--- config.mk ---
export PLATFORM = sky130hd
export DESIGN_NAME = pipelined_prefix_adder_flat
export DESIGN_NICKNAME = d
export VERILOG_FILES = /design/src/rtl/pipelined_prefix_adder_if.sv /design/src/rtl/pipelined_prefix_adder.sv /design/src/flat_wrapper.sv
export SDC_FILE = /design/constraint.sdc
export NUM_CORES = 1
export LEC_CHECK = 0
export ABC_AREA = 1
export CORE_ASPECT_RATIO = 1.2
export CORE_UTILIZATION = 42
export CTS_BUF_LIST = sky130_fd_sc_hd__clkbuf_16
export CTS_CLUSTER_DIAMETER = 30
export DETAILED_ROUTE_END_ITERATION = 10
export GPL_TIMING_DRIVEN = 0
export PLACE_DENSITY_LB_ADDON = 0.15
export SLEW_MARGIN = 20
export SYNTH_ARGS = -nofsm -noshare
export SYNTH_HDL_FRONTEND = slang
export SYNTH_SLANG_ARGS = --single-unit
--- constraint.sdc ---
create_clock -name clk -period 2.3 [get_ports clk]
set_clock_uncertainty 0.05 [all_clocks]
set_input_delay 0.46 -clock clk [delete_from_list [all_inputs] [get_ports clk]]
set_output_delay 0.46 -clock clk [all_outputs]
set_load 0.01 [all_outputs]
--- src/rtl/pipelined_prefix_adder_if.sv ---
// Operand/result stream bundle for pipelined_prefix_adder: valid/ready
// beats in, valid/ready results out.
interface pipelined_prefix_adder_if #(
    parameter int WIDTH = 16,
    parameter int TAG_W = 4
);
    logic             in_valid;
    logic             in_ready;
    logic [WIDTH-1:0] a;
    logic [WIDTH-1:0] b;
    logic             cin;
    logic             sub;
    logic [TAG_W-1:0] tag_in;
    logic             out_valid;
    logic             out_ready;
    logic [WIDTH-1:0] sum;
    logic             cout;
    logic             ovf;
    logic             zero;
    logic [TAG_W-1:0] tag_out;

    modport master (
        output in_valid, a, b, cin, sub, tag_in, out_ready,
        input  in_ready, out_valid, sum, cout, ovf, zero, tag_out
    );

    modport slave (
        input  in_valid, a, b, cin, sub, tag_in, out_ready,
        output in_ready, out_valid, sum, cout, ovf, zero, tag_out
    );
endinterface

--- src/rtl/pipelined_prefix_adder.sv ---
// Streaming Kogge-Stone adder/subtractor: generate/propagate, clog2(WIDTH)
// prefix levels and the sum XOR spread over STAGES registers, global stall.
module pipelined_prefix_adder #(
    parameter int WIDTH  = 16,
    parameter int STAGES = 2,
    parameter int TAG_W  = 4
) (
    input logic                     clk,
    input logic                     rst_n,
    pipelined_prefix_adder_if.slave bus
);
    localparam int LEVELS = $clog2(WIDTH);

    if (WIDTH < 2 || TAG_W < 1 || STAGES < 1 || STAGES > LEVELS + 1) begin : g_param_check
        $error("pipelined_prefix_adder: WIDTH/STAGES/TAG_W out of range");
    end

    // g/p hold the partial prefix groups; hs is the untouched half-sum for the final XOR
    typedef struct packed {
        logic [WIDTH-1:0] g;
        logic [WIDTH-1:0] p;
        logic [WIDTH-1:0] hs;
        logic             cin;
        logic             a_msb;
        logic             b_msb;
        logic [TAG_W-1:0] tag;
    } beat_t;

    typedef struct packed {
        logic [WIDTH-1:0] sum;
        logic             cout;
        logic             ovf;
        logic             zero;
        logic [TAG_W-1:0] tag;
    } res_t;

    // First prefix level handled by stage s; stage s covers [lvl_lo(s), lvl_lo(s+1))
    function automatic int lvl_lo(input int s);
        return (s * LEVELS + STAGES - 1) / STAGES;
    endfunction

    // cin is folded into bit 0's generate, so WIDTH positions need only clog2(WIDTH) levels
    function automatic beat_t pre(input logic [WIDTH-1:0] a, input logic [WIDTH-1:0] b,
                                  input logic cin, input logic sub, input logic [TAG_W-1:0] tag);
        beat_t            x;
        logic [WIDTH-1:0] be;
        be      = sub ? ~b : b;
        x.hs    = a ^ be;
        x.p     = x.hs;
        x.g     = a & be;
        x.g[0]  = x.g[0] | (x.hs[0] & cin);
        x.cin   = cin;
        x.a_msb = a[WIDTH-1];
        x.b_msb = be[WIDTH-1];
        x.tag   = tag;
        return x;
    endfunction

    function automatic beat_t levels(input beat_t x, input int lo, input int hi);
        beat_t            y;
        logic [WIDTH-1:0] g_prev;
        logic [WIDTH-1:0] p_prev;
        y = x;
        for (int k = 0; k < LEVELS; k++) begin
            if (k >= lo && k < hi) begin
                g_prev = y.g;
                p_prev = y.p;
                for (int i = (1 << k); i < WIDTH; i++) begin
                    y.g[i] = g_prev[i] | (p_prev[i] & g_prev[i - (1 << k)]);
                    y.p[i] = p_prev[i] & p_prev[i - (1 << k)];
                end
            end
        end
        return y;
    endfunction

    // After all levels g[i] is the carry out of bit i
    function automatic res_t fin(input beat_t x);
        res_t r;
        r.sum  = x.hs ^ {x.g[WIDTH-2:0], x.cin};
        r.cout = x.g[WIDTH-1];
        r.ovf  = (x.a_msb == x.b_msb) && (r.sum[WIDTH-1] != x.a_msb);
        r.zero = (r.sum == '0);
        r.tag  = x.tag;
        return r;
    endfunction

    logic            en;
    logic [STAGES:1] vld_pipe;
    beat_t           in_beat;
    res_t            res_q;

    assign en            = !vld_pipe[STAGES] || bus.out_ready;
    assign bus.in_ready  = en;
    assign bus.out_valid = vld_pipe[STAGES];
    assign bus.sum       = res_q.sum;
    assign bus.cout      = res_q.cout;
    assign bus.ovf       = res_q.ovf;
    assign bus.zero      = res_q.zero;
    assign bus.tag_out   = res_q.tag;

    assign in_beat = pre(bus.a, bus.b, bus.cin, bus.sub, bus.tag_in);

    always_ff @(posedge clk or negedge rst_n) begin
        if (!rst_n) begin
            vld_pipe <= '0;
        end else if (en) begin
            vld_pipe[1] <= bus.in_valid;
            for (int s = 2; s <= STAGES; s++) vld_pipe[s] <= vld_pipe[s-1];
        end
    end

    if (STAGES == 1) begin : g_single
        always_ff @(posedge clk or negedge rst_n) begin
            if (!rst_n)                  res_q <= '0;
            else if (en && bus.in_valid) res_q <= fin(levels(in_beat, 0, LEVELS));
        end
    end else begin : g_multi
        beat_t beat_q [STAGES-1];

        always_ff @(posedge clk or negedge rst_n) begin
            if (!rst_n) begin
                for (int s = 0; s < STAGES - 1; s++) beat_q[s] <= '0;
            end else if (en) begin
                beat_q[0] <= levels(in_beat, lvl_lo(0), lvl_lo(1));
                for (int s = 1; s < STAGES - 1; s++)
                    beat_q[s] <= levels(beat_q[s-1], lvl_lo(s), lvl_lo(s + 1));
            end
        end

        // Output register only loads real beats, so it keeps the last result across bubbles
        always_ff @(posedge clk or negedge rst_n) begin
            if (!rst_n)
                res_q <= '0;
            else if (en && vld_pipe[STAGES-1])
                res_q <= fin(levels(beat_q[STAGES-2], lvl_lo(STAGES - 1), LEVELS));
        end
    end
endmodule

--- src/flat_wrapper.sv ---
// flat-port wrapper written by rule: the top's interface ports become plain ports
module pipelined_prefix_adder_flat 
#(
    parameter int WIDTH  = 16,
    parameter int STAGES = 2,
    parameter int TAG_W  = 4
)
  (clk, rst_n, bus_in_valid, bus_a, bus_b, bus_cin, bus_sub, bus_tag_in, bus_out_ready, bus_in_ready, bus_out_valid, bus_sum, bus_cout, bus_ovf, bus_zero, bus_tag_out);
  pipelined_prefix_adder_if #(.WIDTH(WIDTH), .TAG_W(TAG_W)) bus_i ();
  input logic clk;
  input logic rst_n;
  input wire logic [$bits(bus_i.in_valid)-1:0] bus_in_valid;
  input wire logic [$bits(bus_i.a)-1:0] bus_a;
  input wire logic [$bits(bus_i.b)-1:0] bus_b;
  input wire logic [$bits(bus_i.cin)-1:0] bus_cin;
  input wire logic [$bits(bus_i.sub)-1:0] bus_sub;
  input wire logic [$bits(bus_i.tag_in)-1:0] bus_tag_in;
  input wire logic [$bits(bus_i.out_ready)-1:0] bus_out_ready;
  output wire logic [$bits(bus_i.in_ready)-1:0] bus_in_ready;
  output wire logic [$bits(bus_i.out_valid)-1:0] bus_out_valid;
  output wire logic [$bits(bus_i.sum)-1:0] bus_sum;
  output wire logic [$bits(bus_i.cout)-1:0] bus_cout;
  output wire logic [$bits(bus_i.ovf)-1:0] bus_ovf;
  output wire logic [$bits(bus_i.zero)-1:0] bus_zero;
  output wire logic [$bits(bus_i.tag_out)-1:0] bus_tag_out;
  assign bus_i.in_valid = bus_in_valid;
  assign bus_i.a = bus_a;
  assign bus_i.b = bus_b;
  assign bus_i.cin = bus_cin;
  assign bus_i.sub = bus_sub;
  assign bus_i.tag_in = bus_tag_in;
  assign bus_i.out_ready = bus_out_ready;
  assign bus_in_ready = bus_i.in_ready;
  assign bus_out_valid = bus_i.out_valid;
  assign bus_sum = bus_i.sum;
  assign bus_cout = bus_i.cout;
  assign bus_ovf = bus_i.ovf;
  assign bus_zero = bus_i.zero;
  assign bus_tag_out = bus_i.tag_out;
  pipelined_prefix_adder #(.WIDTH(WIDTH), .STAGES(STAGES), .TAG_W(TAG_W)) u_core (.clk(clk), .rst_n(rst_n), .bus(bus_i));
endmodule
==> reports/results.ini, run 1 <==
[run_status]
status=complete, no violations

[synth]
synth_top_area_cell=dfrtp_1
syn_area_um2=3900
netlist_top_cells_area=dfrtp_1 49%, nand2_1 12%, ha_1 5.1%, o21ai_0 5.0%, inv_1 4.5%
syn-num-nets=508
async_flop_share_pct=100
synthFlopType=dfrtp_1
yosys_register_bits=76
yosysMostFrequentCell=nand2_1
synth-seq-area-share_pct=48.7
synth_edf_count=0
yosysTopAreaCellShare_pct=48.7
yosysWarnings=0
synthTopCellsByCount=123 x nand2_1, 76 x dfrtp_1, 47 x inv_1
avgSynthCellArea_um2=8.67
postSynthCellCount=450
synth.distinct_cells=31

[clocking]
numCtsBuffers=9
cts-root-buf=clkbuf_16
clk_pin_slew_worst_paths_ns=0.06
cts_buffer_depth=2
ctsHoldBuffers=0
clock_latency_ns=0.33
clock-sinks=76
cts_tree=done
htreeDepth=3
post_cts_buffers=0

[drt]
via_per_inst=4.95
drt-initial-drc-count=151
drc=0
dr.pass1.iters=5
routed_wl_mm=9.58
drtAntennaViolNets=0
wl_per_cell_um=14.7
vias=3216

[critical_path]
path_max_fanout=14
critPathLaunchType=primary input
crit_path_end_kind=primary output
worstSetupPathType=primary input to primary output
cp_slowest_stage_delay_ns=0.45
required_ns=1.79
crit_arrival_ns=1.52
slowest_stage=clkdlybuf4s50_1
cp_cell_sequence=clkdlybuf4s50_1, inv_1, nand2_2, buf_12, dlygate4sd2_1

[global_routing]
antenna_found_initial=0
grt_pass1_wl_mm=16.0
grt_max_degree=50
grt_pass1_vias=3280
grt_overflow=0
track_usage_pct=21.5

[sta]
report.final.setup_viol=0
slew_viol_final=0
min_period_ns=2.03
final.setup.tns_ns=0
timing.final.ws_setup_ns=0.269
hold_ws_ns=0.00576
slew_headroom_pct=66.1
worst_pin_slew_ns=0.509
clock.fmax_ghz=0.492
hold_viol_final=0
rsz0062_at_grt=no
finalCritPeriodShare_pct=88.3

[floorplanning]
initial_utilization_pct=43.2
rows=38
die_x_um=90.0
dieArea_um2=9680
die_h_um=108
core-area_um2=9030
ios=67

[final_layout]
regArea_um2=1900
layout.nets=584
fillerInstances=870
layout-drive-gt1-share_pct=10.6
multiInputGateArea_um2=1710
post-route-util_pct=56.0
antenna_cells=0
area_growth_pct=29.5
fin_cells=650

[power_and_ir_drop]
power_density_nw_per_um2=939
ir_drop_uv=462
p_leak_nw=2.42

[run]
drv_cap=0

[place]
hpwl_mm=7.22
gp_congestion=0.841
dpl.cell_count=636
io_buffers=65
dp_slack_ns=-0.385

[worst_hold_path]
hold_class=primary input to asynchronous set/reset pin

==> final timing paths <==
kind                                                 from                                    end  slack (ns)  depth (start not counted)
min                                                 rst_n          u_core.bus.sum[4]$_DFFE_PN0P_       0.006                          1
min in group clk           u_core.bus.sum[14]$_DFFE_PN0P_         u_core.bus.sum[14]$_DFFE_PN0P_        0.43                          2
max reg2reg                u_core.vld_pipe[2]$_DFFE_PN0N_  u_core.g_multi.beat_q[13]$_DFFE_PN0N_        0.80                          4
max                                         bus_out_ready                           bus_in_ready        0.27                          5
max in group asynchronous                           rst_n  u_core.g_multi.beat_q[14]$_DFFE_PN0N_        1.63                          2
min reg2reg                u_core.bus.sum[14]$_DFFE_PN0P_         u_core.bus.sum[14]$_DFFE_PN0P_        0.43                          2
==> sequential cells by signal, indices dropped and copies added, names as in the netlist <==
name and count:
u_core.vld_pipe 2, u_core.g_multi.beat_q 51, u_core.bus.cout 1, u_core.bus.tag_out 4
u_core.bus.zero 1, u_core.bus.ovf 1, u_core.bus.sum 16
==> cell families after synthesis <==
logic type               Yosys count  share of synthesized area, %
buffers and inverters             64                          7.53
flip-flops                        76                          48.7
XOR/XNOR                          18                          4.04
AO/OA/AOI/OAI                     86                          14.0
AND/OR/NAND/NOR                  190                          20.6
adder cells (fa/ha/maj)           16                          5.13
==> critical path: cells and delay by family <==
| kind | cells | cell delay, ns |
|---|---|---|
| buffers and inverters | 4 | 0.93 |
| AND/OR/NAND/NOR | 1 | 0.12 |
==> per-layer routing <==
metal | GRT usage, % | share of wire [%] | vias to the layer above
met2 | 37.4 | 48 | 74
met1 | 28.4 | 46 | 1508
met3 | 2.47 | 4.9 | 7
met5 | 0 | 0 | -
li1 | - | - | 1627
met4 | 6.57 | 0.94 | 0
==> through the flow <==
step,power [mW],instance area (µm²)
2_1_floorplan,2.64,3900
3_3_place_gp,3.27,4700
3_5_place_dp,3.31,4730
4_1_cts,4.79,5050
5_1_grt,5.03,5050
6_report,4.75,5050
==> cells in the final DEF (no fill, tap or decap), types with 2 or more instances in the layout <==
cell type          n
xor2_1            16
ha_1              16
a32o_1             4
clkbuf_16          9
bufinv_16          2
clkbuf_1           3
buf_4              4
clkdlybuf4s50_1   63
nand2_2           18
inv_1             47
buf_2              5
o221ai_2           4
a21oi_2            2
a31oi_1            8
a21oi_1           12
nand2_1          123
xnor2_1            2
o311ai_1           2
o221ai_1           6
nand3_1           15
nor2_1            28
o21ai_1            6
dfrtp_1           76
clkinv_1           2
o21ai_0           39
nand3_2            3
==> layout make-up <==
cell class / instances / share of cell area, %
flip-flops and latches: 76 / 37.6
well taps: 120 / 2.97
clock inverters: 6 / 1.58
clock buffers: 9 / 4.46
multi-input cells: 310 / 33.8
plain buffers: 14 / 2.05
inverters: 48 / 3.56
repair buffers: 67 / 14.0
==> what timing repair did <==
action,CTS,global route
endpoints found under the setup margin,1,0
endpoints found under the hold margin,0,0
gates resized for setup,3,0
==> power by group <==
group / switching [mW] / internal (mW) / leakage, nW
sequential: 0.184 / 1.65 / 0.935
clock: 0.526 / 0.934 / 0.146
combinational: 0.772 / 0.685 / 1.34
Power figures use the tool's default switching activity.
==> run 2: changes to the inputs <==
==> constraint.sdc (replaced) <==
create_clock -name clk -period 2.3 [get_ports clk]
set_clock_uncertainty 0.05 [all_clocks]
set_input_delay 0.23 -clock clk [delete_from_list [all_inputs] [get_ports clk]]
set_output_delay 0.23 -clock clk [all_outputs]
set_load 0.01 [all_outputs]
==> run 2 against run 1 <==
Largest power group unchanged. Clock-buffer cell count unchanged. First-iteration DRC count down 6.0%. Highest routed layer unchanged. Cell count up 0.15%. Core utilization down 0.21 points.
==> reports/results.ini, run 2 (synthesis gave the netlist of run 1 again) <==
[run_status]
status=complete, no violations

[power_and_ir_drop]
ir_drop_uv=463
power_density_nw_per_um2=941
power_mw=4.74
p_leak_nw=2.40

[sta]
slew_viol_final=0
hold_viol_final=0
clock.fmax_ghz=0.485
slew_headroom_pct=66.0
finalCritPeriodShare_pct=89.7
timing.final.ws_setup_ns=0.237
hold_ws_ns=0.331
report.final.setup_viol=0
worst_pin_slew_ns=0.510
min_period_ns=2.06
rsz0062_at_grt=no

[critical_path]
cp_top_family=buffers and inverters
cp_cell_sequence=nand2_2, buf_6, buf_6, clkdlybuf4s50_1
required_ns=2.02
cpMostUsedCell=buf_6
cp_slowest_stage_delay_ns=0.57
crit_cells=4
crit_path_end_kind=primary output
path_max_fanout=19
r2r_cells=4
crit_arrival_ns=1.78
critPathBufInv=3
worstSetupPathType=register to primary output
critPathLaunchType=register
slowest_stage=clkdlybuf4s50_1

[clocking]
clock_latency_ns=0.33
clk_pin_slew_worst_paths_ns=0.06
cts_resized=0
cts_buffer_depth=2
cts-root-buf=clkbuf_16
htreeDepth=3
numCtsBuffers=9
cts_tree=done
post_cts_buffers=0
clock-sinks=76

[floorplanning]
die_h_um=108
initial_utilization_pct=43.2
rows=38
die_x_um=90.0
ios=67
dieArea_um2=9680
core-area_um2=9030

[global_routing]
track_usage_pct=21.4
antenna_found_initial=0
use_met2_pct=37.1
grtUsageMet1_pct=28.1
use_met3_pct=2.47
grt_pass1_vias=3277
grt_overflow=0
grt_max_degree=50
grt_pass1_wl_mm=16.0
top_usage_layer=met2

[place]
gp_congestion=0.841
hpwl_mm=7.22
io_buffers=65
dpl-instance-area_um2=4730
dp_slack_ns=0.0746

[final_layout]
largest_register_ff_count=51
post-route-util_pct=55.7
mostFrequentLayoutCell=nand2_1
stdcell_area_um2=5040
antenna_cells=0
layout-drive-gt1-share_pct=10.5
layout_common_cells=123 x nand2_1, 76 x dfrtp_1, 64 x clkdlybuf4s50_1
regMostFlops=u_core.g_multi.beat_q
layout.nets=585
area_growth_pct=29.0

[drt]
wl_per_cell_um=14.6
routed_wl_mm=9.49
vias=3227
dr.pass1.iters=4
drtAntennaViolNets=0
drt-initial-drc-count=142
drc=0
via_per_inst=4.96

[worst_hold_path]
hold_class=primary input to asynchronous set/reset pin

[run]
drv_cap=0

## run 2: power breakdown
| part | leakage [nW] | internal (mW) | switching (mW) |
|---|---|---|---|
| registers | 0.935 | 1.65 | 0.183 |
| logic | 1.32 | 0.674 | 0.769 |
| clock network | 0.146 | 0.934 | 0.533 |
| total | 2.40 | 3.25 | 1.49 |
## run 2: layout make-up
cell class / count / area (µm²)
Sequential cell: 76 / 1900
Fill cell: 874 / 4000
Clock inverter: 6 / 80.1
Buffer: 15 / 106
Multi-Input combinational cell: 310 / 1710
Tap cell: 120 / 150
Timing Repair Buffer: 67 / 686
Clock buffer: 9 / 225
Inverter: 48 / 180
## run 2: repair_timing
action,4_1_cts,5_1_grt
setup endpoints to repair,0,1
endpoints found under the hold margin,27,0
hold buffers,1,0
## run 2: path summary, 6_finish.rpt
path	start	to	slack, ns
max in group asynchronous	rst_n	u_core.g_multi.beat_q[14]$_DFFE_PN0N_	1.30
min in group clk	bus_sub	u_core.g_multi.beat_q[4]$_DFFE_PN0N_	0.41
hold reg to reg	u_core.bus.sum[9]$_DFFE_PN0P_	u_core.bus.sum[9]$_DFFE_PN0P_	0.43
setup / recovery	u_core.vld_pipe[2]$_DFFE_PN0N_	bus_in_ready	0.24
hold / removal	rst_n	u_core.bus.sum[4]$_DFFE_PN0P_	0.33
setup reg to reg	u_core.vld_pipe[2]$_DFFE_PN0N_	u_core.g_multi.beat_q[13]$_DFFE_PN0N_	0.84
## run 2: through the flow
step | TNS (ns) | std cells
after floorplan | 0 | 450
after global placement | -133.96 | 635
after detailed placement | 0 | 636
after CTS | 0 | 652
after global routing | 0 | 651
final | 0 | 651
## run 2: metal layers
metal  wire length, µm  part of all wire, %
met1              4580                   48
met2              4520                   48
met3               280                  2.9
met4               120                  1.3
met5                 0                    0
